**src/rtl/pipe_stage_buf_pkg.sv**
```systemverilog
`default_nettype none
// +----------------------------------------------------------------------+
// | Module      : pipe_stage_buf_pkg                                     |
// | Description : Shared pipeline stage definitions. These are the state |
// |               encodings used by every stage register. The encoding   |
// |               value is also the live-entry count.                    |
// | Revision    : 1.0                                                    |
// +----------------------------------------------------------------------+
package pipe_stage_buf_pkg;

  // Each state's numeric value is its occupancy.
  typedef enum logic [1:0] {
    ST_EMPTY = 2'd0,
    ST_ONE   = 2'd1,
    ST_TWO   = 2'd2
  } stage_state_t;

  localparam int c_MAX_DEPTH = 2;

endpackage : pipe_stage_buf_pkg
`default_nettype wire

```
**src/rtl/pipe_stage_buf_slot.sv**
```systemverilog
`default_nettype none
// +----------------------------------------------------------------------+
// | Module      : pipe_slot                                              |
// | Description : One WIDTH-bit payload register with load and kill.     |
// |               Reset clears the register.                             |
// |               Kill clears it when CLEAR_PAYLOAD=1 and holds it       |
// |               otherwise. Kill has priority over load.                |
// | Ports       : clk, rst - clock, synchronous active-high reset        |
// |               load     - capture d                                   |
// |               kill     - discard slot contents                       |
// |               d / q    - payload in / registered payload out         |
// | Revision    : 1.0                                                    |
// +----------------------------------------------------------------------+
module pipe_slot #(
  parameter int WIDTH         = 32,
  parameter bit CLEAR_PAYLOAD = 1'b1
) (
  input  logic             clk,
  input  logic             rst,
  input  logic             load,
  input  logic             kill,
  input  logic [WIDTH-1:0] d,
  output logic [WIDTH-1:0] q
);

  logic [WIDTH-1:0] r_q;

  always_ff @(posedge clk) begin
    if (rst) begin
      r_q <= '0;
    end else if (kill) begin
      if (CLEAR_PAYLOAD) begin
        r_q <= '0;
      end
    end else if (load) begin
      r_q <= d;
    end
  end

  assign q = r_q;

endmodule : pipe_slot
`default_nettype wire

```
**src/rtl/pipe_stage_buf.sv**
```systemverilog
`default_nettype none
// +----------------------------------------------------------------------+
// | Module      : pipe_stage_buf                                         |
// | Description : Generic valid/ready pipeline stage buffer.             |
// |               DEPTH=1 is a single register slot.                     |
// |               DEPTH=2 is a main slot plus a skid slot, which gives a |
// |               registered upstream ready. Supports a stall-gated      |
// |               flush and an unconditional exception flush.            |
// | Ports       : clk, rst        - clock, sync active-high reset        |
// |               flush           - kill, honoured only when !stall      |
// |               exception_flush - unconditional kill                   |
// |               stall           - downstream not taking out_payload    |
// |               in_valid/in_payload/in_ready - upstream handshake      |
// |               out_valid/out_payload        - main slot contents      |
// |               occupancy       - live entries, 0..DEPTH               |
// | Revision    : 1.0                                                    |
// +----------------------------------------------------------------------+
module pipe_stage_buf
  import pipe_stage_buf_pkg::*;
#(
  parameter int WIDTH         = 32,
  parameter int DEPTH         = 2,
  parameter bit CLEAR_PAYLOAD = 1'b1
) (
  input  logic             clk,
  input  logic             rst,
  input  logic             flush,
  input  logic             exception_flush,
  input  logic             stall,
  input  logic             in_valid,
  input  logic [WIDTH-1:0] in_payload,
  output logic             in_ready,
  output logic             out_valid,
  output logic [WIDTH-1:0] out_payload,
  output logic [1:0]       occupancy
);

  generate
    if (DEPTH < 1 || DEPTH > c_MAX_DEPTH) begin : g_bad_depth
      $error("pipe_stage_buf: DEPTH must be 1 or 2");
    end
    if (WIDTH < 1 || WIDTH > 1024) begin : g_bad_width
      $error("pipe_stage_buf: WIDTH must be in 1..1024");
    end
  endgenerate

  stage_state_t     r_state;
  stage_state_t     w_next_state;
  logic             w_kill;
  logic             w_accept;
  logic             w_drain;
  logic             w_load_main;
  logic             w_load_skid;
  logic             w_main_from_skid;
  logic [WIDTH-1:0] w_main_d;
  logic [WIDTH-1:0] w_skid_q;

  assign w_kill    = exception_flush | (flush & ~stall);
  assign out_valid = (r_state != ST_EMPTY);
  assign occupancy = r_state;
  assign w_drain   = out_valid & ~stall;
  assign w_accept  = in_valid & in_ready;

  // Upstream ready
  generate
    if (DEPTH == 1) begin : g_ready_d1
      assign in_ready = (~out_valid | ~stall) & ~flush & ~exception_flush & ~rst;
    end else begin : g_ready_d2
      // Registered ready is the inverse of skid occupancy. It is computed
      // from the next state so it tracks the skid slot with no extra lag.
      logic r_ready;
      always_ff @(posedge clk) begin
        if (rst) begin
          r_ready <= 1'b1;
        end else begin
          r_ready <= (w_next_state != ST_TWO);
        end
      end
      assign in_ready = r_ready & ~flush & ~exception_flush & ~rst;
    end
  endgenerate

  // State register
  always_ff @(posedge clk) begin
    if (rst) begin
      r_state <= ST_EMPTY;
    end else begin
      r_state <= w_next_state;
    end
  end

  // Next-state and slot control
  always_comb begin
    w_next_state     = r_state;
    w_load_main      = 1'b0;
    w_load_skid      = 1'b0;
    w_main_from_skid = 1'b0;
    if (w_kill) begin
      w_next_state = ST_EMPTY;
    end else begin
      case (r_state)
        ST_EMPTY: begin
          if (w_accept) begin
            w_next_state = ST_ONE;
            w_load_main  = 1'b1;
          end
        end
        ST_ONE: begin
          if (w_accept && w_drain) begin
            w_load_main = 1'b1;
          end else if (w_accept && (DEPTH == 2)) begin
            w_next_state = ST_TWO;
            w_load_skid  = 1'b1;
          end else if (w_drain) begin
            w_next_state = ST_EMPTY;
          end
        end
        ST_TWO: begin
          // in_ready is low here, so only the skid-to-main move can happen.
          if (w_drain) begin
            w_next_state     = ST_ONE;
            w_load_main      = 1'b1;
            w_main_from_skid = 1'b1;
          end
        end
        default: w_next_state = ST_EMPTY;
      endcase
    end
  end

  assign w_main_d = w_main_from_skid ? w_skid_q : in_payload;

  pipe_slot #(
    .WIDTH         (WIDTH),
    .CLEAR_PAYLOAD (CLEAR_PAYLOAD)
  ) u_main (
    .clk  (clk),
    .rst  (rst),
    .load (w_load_main),
    .kill (w_kill),
    .d    (w_main_d),
    .q    (out_payload)
  );

  generate
    if (DEPTH == 2) begin : g_skid
      pipe_slot #(
        .WIDTH         (WIDTH),
        .CLEAR_PAYLOAD (CLEAR_PAYLOAD)
      ) u_skid (
        .clk  (clk),
        .rst  (rst),
        .load (w_load_skid),
        .kill (w_kill),
        .d    (in_payload),
        .q    (w_skid_q)
      );
    end else begin : g_no_skid
      logic w_unused_skid;
      assign w_unused_skid = w_load_skid;
      assign w_skid_q      = '0;
    end
  endgenerate

endmodule : pipe_stage_buf
`default_nettype wire

```
**config.mk**
```make
export PLATFORM = sky130hd
export DESIGN_NAME = pipe_stage_buf
export DESIGN_NICKNAME = d
export VERILOG_FILES = /design/src/rtl/pipe_stage_buf_pkg.sv /design/src/rtl/pipe_stage_buf_slot.sv /design/src/rtl/pipe_stage_buf.sv
export SDC_FILE = /design/constraint.sdc
export NUM_CORES = 1
export LEC_CHECK = 0
export BUFFER_PORTS_ARGS = -buffer_cell sky130_fd_sc_hd__buf_2
export CORE_MARGIN = 5
export CORE_UTILIZATION = 38
export CTS_CLUSTER_DIAMETER = 120
export DETAILED_ROUTE_END_ITERATION = 8
export PLACE_DENSITY = 0.59
export SLEW_MARGIN = 20
export SYNTH_ARGS = -nofsm -noshare
export SYNTH_HDL_FRONTEND = slang
export SYNTH_SLANG_ARGS = --single-unit
```
**constraint.sdc**
```tcl
create_clock -name clk -period 5.12 [get_ports clk]
set_input_delay 0.256 -clock clk [delete_from_list [all_inputs] [get_ports clk]]
set_output_delay 0.256 -clock clk [all_outputs]
set_load 0.02 [all_outputs]
```
After elaboration in Yosys (flattened, before gate mapping)
Index checks and enable logic that the tools add are counted.
- register bits: 67
- bits in latches: 0
- bits in writable memories: 0
- ROM bits: 0
- input port bits: 38
- output and inout bits: 36
- logic and storage cells: 40
- memories: 0
- add/subtract/negate cells: 0
- multipliers: 0
- divide/modulo/power cells: 0
- $lt $le $gt $ge: 0
- equal/unequal tests: 3
- shifts and indexed selects: 0
- mux-type cells: 18
- bitwise operators: 11
- reductions and logical operators: 4
- operators with widths (operator ; count):
    2-to-1 mux 32 bit ; 1
    2-to-1 mux 2 bit ; 6
    2-to-1 mux 1 bit ; 9
    bitwise AND 1 bit ; 6
    one-hot mux 2 bit (3 select lines) ; 1
    NOT 1 bit ; 4
    one-hot mux 1 bit (3 select lines) ; 1
    equality test 2 x 1 -> 1 bit (second input constant) ; 1
    equality test 2 bit (second input constant) ; 1
    logical NOT 2 bit ; 1
    inequality test 2 bit (second input constant) ; 1
    nonzero test 2 bit ; 1
    OR reduction 2 bit ; 1
    logical AND 1 bit ; 1
    bitwise OR 1 bit ; 1

Logic depth before layout (Yosys ltp)
- depth in word-level cells: 10
- gate-level depth with buffers: 7

Hierarchy
From an unflattened synthesis, not the netlist that was laid out.
- cells, all modules: 272
- area, all modules: 3080.5 µm²
- by module, submodules not included (module ; times used ; cells an instance ; area an instance (µm²)):
    pipe_slot ; 2 ; 105 ; 1156.1
    pipe_stage_buf ; 1 ; 62 ; 768.2

Worst setup path after synthesis
OpenSTA, ideal clock, no wires.
- path kind: register to register
- start: register r_state[0] (netlist: occupancy[0])
- end: register u_main.r_q[10] (netlist: u_main.q[10])
- arrival: 1.693 ns
- required time: 4.998 ns
- path slack: 3.305 ns
- stages on the path, launching flop included: 7
- path through: dfxtp_1 or4b_1 buf_2 clkbuf_2 or3_1 o211ai_1 mux2i_1
- longest elaborated chain between the ends: 6
- ends and longest elaborated chain (item ; RTL line ; source):
    start, declared ; pipe_stage_buf.sv:47 ; stage_state_t r_state;
    start signal, assigned ; pipe_stage_buf.sv:88 ; r_state <= w_next_state;
    nonzero test 2 bit ; pipe_stage_buf.sv:59 ; assign out_valid = (r_state != ST_EMPTY);
    bitwise AND 1 bit ; pipe_stage_buf.sv:61 ; assign w_drain = out_valid & ~stall;
    logical AND 1 bit / 2-to-1 mux 1 bit (equally long branches) ; pipe_stage_buf.sv:109, pipe_stage_buf.sv:120 ;
    2-to-1 mux 1 bit, on equally long branches ; pipe_stage_buf.sv:109, pipe_stage_buf.sv:101 ;
    one-hot mux 1 bit (3 select lines) / 2-to-1 mux 1 bit (equally long branches) ; pipe_stage_buf.sv:101, pipe_stage_buf.sv:98 ;
    2-to-1 mux 1 bit / 2-to-1 mux 32 bit (equally long branches) ; pipe_stage_buf.sv:98, pipe_stage_buf.sv:131 ;
    end signal, assigned ; pipe_stage_buf_slot.sv:30 ; r_q <= '0;
    end signal, assigned ; pipe_stage_buf_slot.sv:33 ; r_q <= '0;
    end signal, assigned ; pipe_stage_buf_slot.sv:36 ; r_q <= d;
    end, declared ; pipe_stage_buf_slot.sv:26 ; logic [WIDTH-1:0] r_q;
Parallel ways exist; a longest one is shown, timed or not.
A chain may end at the register's enable or synchronous reset.

Worst setup path in the final report
- start: register r_state[0] (netlist: occupancy[0])
- end: register u_main.r_q[8] (netlist: u_main.q[8])
The elaborated chain is that of the path after synthesis.

==> results.md <==
- Layout cells sized above 1: 0.241
- Synth area leaders: dfxtp_1 (45%), nand2_1 (12%), mux2i_1 (11%)
- DRC errors left: 0
- Sequential Power Share: 0.471
- Setup crit start kind: flip-flop
- Internal power: slightly below 900 uW
- First-pass GRT wire length: roughly 12000 um
- Seq/Total Area, Yosys: 0.451
- Post-CTS resize count: 0
- Number of clock sinks: between 60 and 70
- CTS Buf Count: 9
- Die height: slightly below 100 um
- Final ANT Viol Nets: 0
- GR Overflow Total: 0
- Initial Utilization: 0.387
- Number of fill cells in the layout: roughly 800
- Syn Inst Count: between 300 and 400
- Initial drt markers: about 170
- Syn nets: 388
- Die area: slightly below 10000 sq um
- Via Count: 2549
- Slew headroom: 0.342
- Latest clock arrival within the worst-skew pair: approximately 0.34 ns
- Via/cell ratio: roughly 5.0
- CTS tree: yes
- Final core occ: 0.466
- Syn_area_per_cell: between 8 and 9 sq um
- WP data arrival: between 2 and 3 ns
- Ys async rst share: 0
- Setup TNS: 0 ns
- Final hold violation count: 0
- Clk root buf: clkbuf_8
- Post-synthesis cell type count: 27
- RSZ-0062 raised after global routing: no
- Initial antenna violation count: 0
- Port bufs: 73
- Number of flops mapped to enable cells by yosys: 0
- Final worst path period need: around 2.7 ns
- Synth top area share: 0.451
- LEAKAGE: between 1 and 1.5 nW
- Worst-path clk slew: 0.08 ns
- Run status: complete, no violations
- CP required: about 5.4 ns
- Fmax: 0.370 GHz
- Detail Placement HPWL: between 4000 and 5000 um
- Drt wl/cell: ~14 um
- WS Path Type: reg2reg
- Max-slew violations: 0
- CTS Buffer Depth: 2
- Clock Skew: between 0.008 and 0.009 ns
- Setup crit end kind: flip-flop
- Layout Area Growth over Synthesis: 20.5%
- Synth Cell Area: between 2000 and 3000 sq um
- Placer Congestion: between 0.6 and 0.7
- Worst Tran Pin Value: between 0.9 and 1 ns
- Ys Warns: 0
- VDD IR max: about 0.14 mV
- Worst-path maximum fanout: 34
- Cts hold-fix bufs: 0
- Yosys reg bits: 67
- CORE AREA: 7690 sq um
- Site Rows: 32
- # diodes: 0
- Max H-tree Level: 3
- Drt pass-1 iters: 7
- Pwr Density: between 300 and 400 nW/um^2
- Vias in the first global route: ~2500
- Final worst-path cycle share: 0.528
- Layout Nets: approximately 440
- Largest net degree at the start of global routing: 39
- Hold WC Path Type: in2reg
- Chip width: slightly below 100 um
- Routed WL: roughly 7300 um
- Io pins: 74
- Synth area leader: dfxtp_1
- Gate power share: 0.050
- Net Sw Power: 243 uW
- Clock Power Share: 0.478
- Net Sw Frac: 0.219
- Max Cap Violations: 0
- Prevailing post-synth register cell: dfxtp_1
- Final setup violation count: 0
- Postcts setup bufs: 0
- All-Layer GR Usage: 0.160
==> final timing paths <==
kind / slack, ns / cells after the start / to / start
max: 2.42 / 5 / u_main.q[8] / occupancy[0]
max reg2reg: 2.42 / 5 / u_main.q[8] / occupancy[0]
min: 0.16 / 3 / g_skid.u_skid.q[11] / in_payload[11]
min reg2reg: 0.45 / 2 / g_skid.u_skid.q[15] / g_skid.u_skid.q[15]
==> placed cells by master, fill, tap and decap left out, drive strengths merged <==
master    netlist  layout
and4            1       1
nand3           1       1
a31oi           1       1
inv             3       3
nand4           1       1
mux2i          32      32
bufinv          0       3
o21ai           1       1
a21o            2       2
a21oi          33      33
a21boi          1       1
o211ai         33      33
clkinvlp        0       1
dfxtp          67      67
nor2b           3       3
nand2          97      97
a22oi           1       1
or3            32      32
or2             1       1
clkinv          0       3
or4b            1       1
clkbuf         19       9
buf            13      76
nor4b           1       1
nor3            1       1
o21a            1       1
nor2            4       4
==> registers in the layout (all words and copies together) (netlist names) <==
name and cells:
u_main.q 32, occupancy 2, g_skid.u_skid.q 32, g_ready_d2.r_ready 1
==> per-stage QoR <==
stage / power, mW / setup slack (ns) / cell area, sq um / hold WS, ns / instances
after floorplan: 0.563 / 3.30 / 2970 / 0.392 / 350
after global placement: 0.591 / 2.46 / 3340 / 0.437 / 496
after detailed placement: 0.591 / 2.42 / 3340 / 0.442 / 496
after CTS: 1.12 / 2.35 / 3580 / 0.142 / 512
after global routing: 1.15 / 2.20 / 3580 / 0.149 / 512
final: 1.11 / 2.42 / 3580 / 0.159 / 512
==> kinds of logic (layout without fill, tap and decap cells) <==
logic type,after synthesis,after routing,synth area share
multiplexers,32,32,0.108
buffers and inverters,35,95,0.0615
AO/OA/AOI/OAI,73,73,0.155
AND/OR/NAND/NOR,143,143,0.224
flip-flops,67,67,0.451
==> power by group through the flow <==
stage / Clock (mW) / Sequential [mW] / Combinational [mW]
finish: 0.529 / 0.522 / 0.0557
global route: 0.570 / 0.522 / 0.0620
CTS: 0.546 / 0.522 / 0.0567
detailed placement: 0 / 0.534 / 0.0567
global placement: 0 / 0.534 / 0.0570
floorplan: 0 / 0.535 / 0.0277
==> area by class of cell <==
| cell class | count | area, sq um | share of cell area |
|---|---|---|---|
| multi-input cells | 248 | 1470 | 0.411 |
| inverters | 3 | 11.3 | 0.00314 |
| clock inverters | 7 | 116 | 0.0325 |
| well taps | 102 | 128 | 0.0356 |
| repair buffers | 76 | 388 | 0.108 |
| clock buffers | 9 | 124 | 0.0346 |
| flip-flops and latches | 67 | 1340 | 0.375 |
==> layer usage <==
metal / up-vias / routed length (um) / share of wire / track usage
met5: - / 0 / 0 / 0
met4: 0 / 82 / 0.011 / 0.0714
met3: 6 / 347 / 0.047 / 0.0382
met2: 52 / 3450 / 0.47 / 0.246
met1: 1169 / 3470 / 0.47 / 0.215
li1: 1322 / - / - / -
==> synth_stat cells, drive strengths merged, types with 2 or more instances <==
library cell,number
buf,13
or3,32
a21oi,33
a21o,2
mux2i,32
clkbuf,19
inv,3
o211ai,33
nor2b,3
dfxtp,67
nor2,4
nand2,97
==> critical path, cell delays in order (launching register included) <==
cell and delay [ns]:
dfxtp_1 0.39, or4b_1 0.99, nor2_2 0.59, buf_4 0.35, o211ai_1 0.12, mux2i_1 0.17
(Power assumes the default switching activity.)
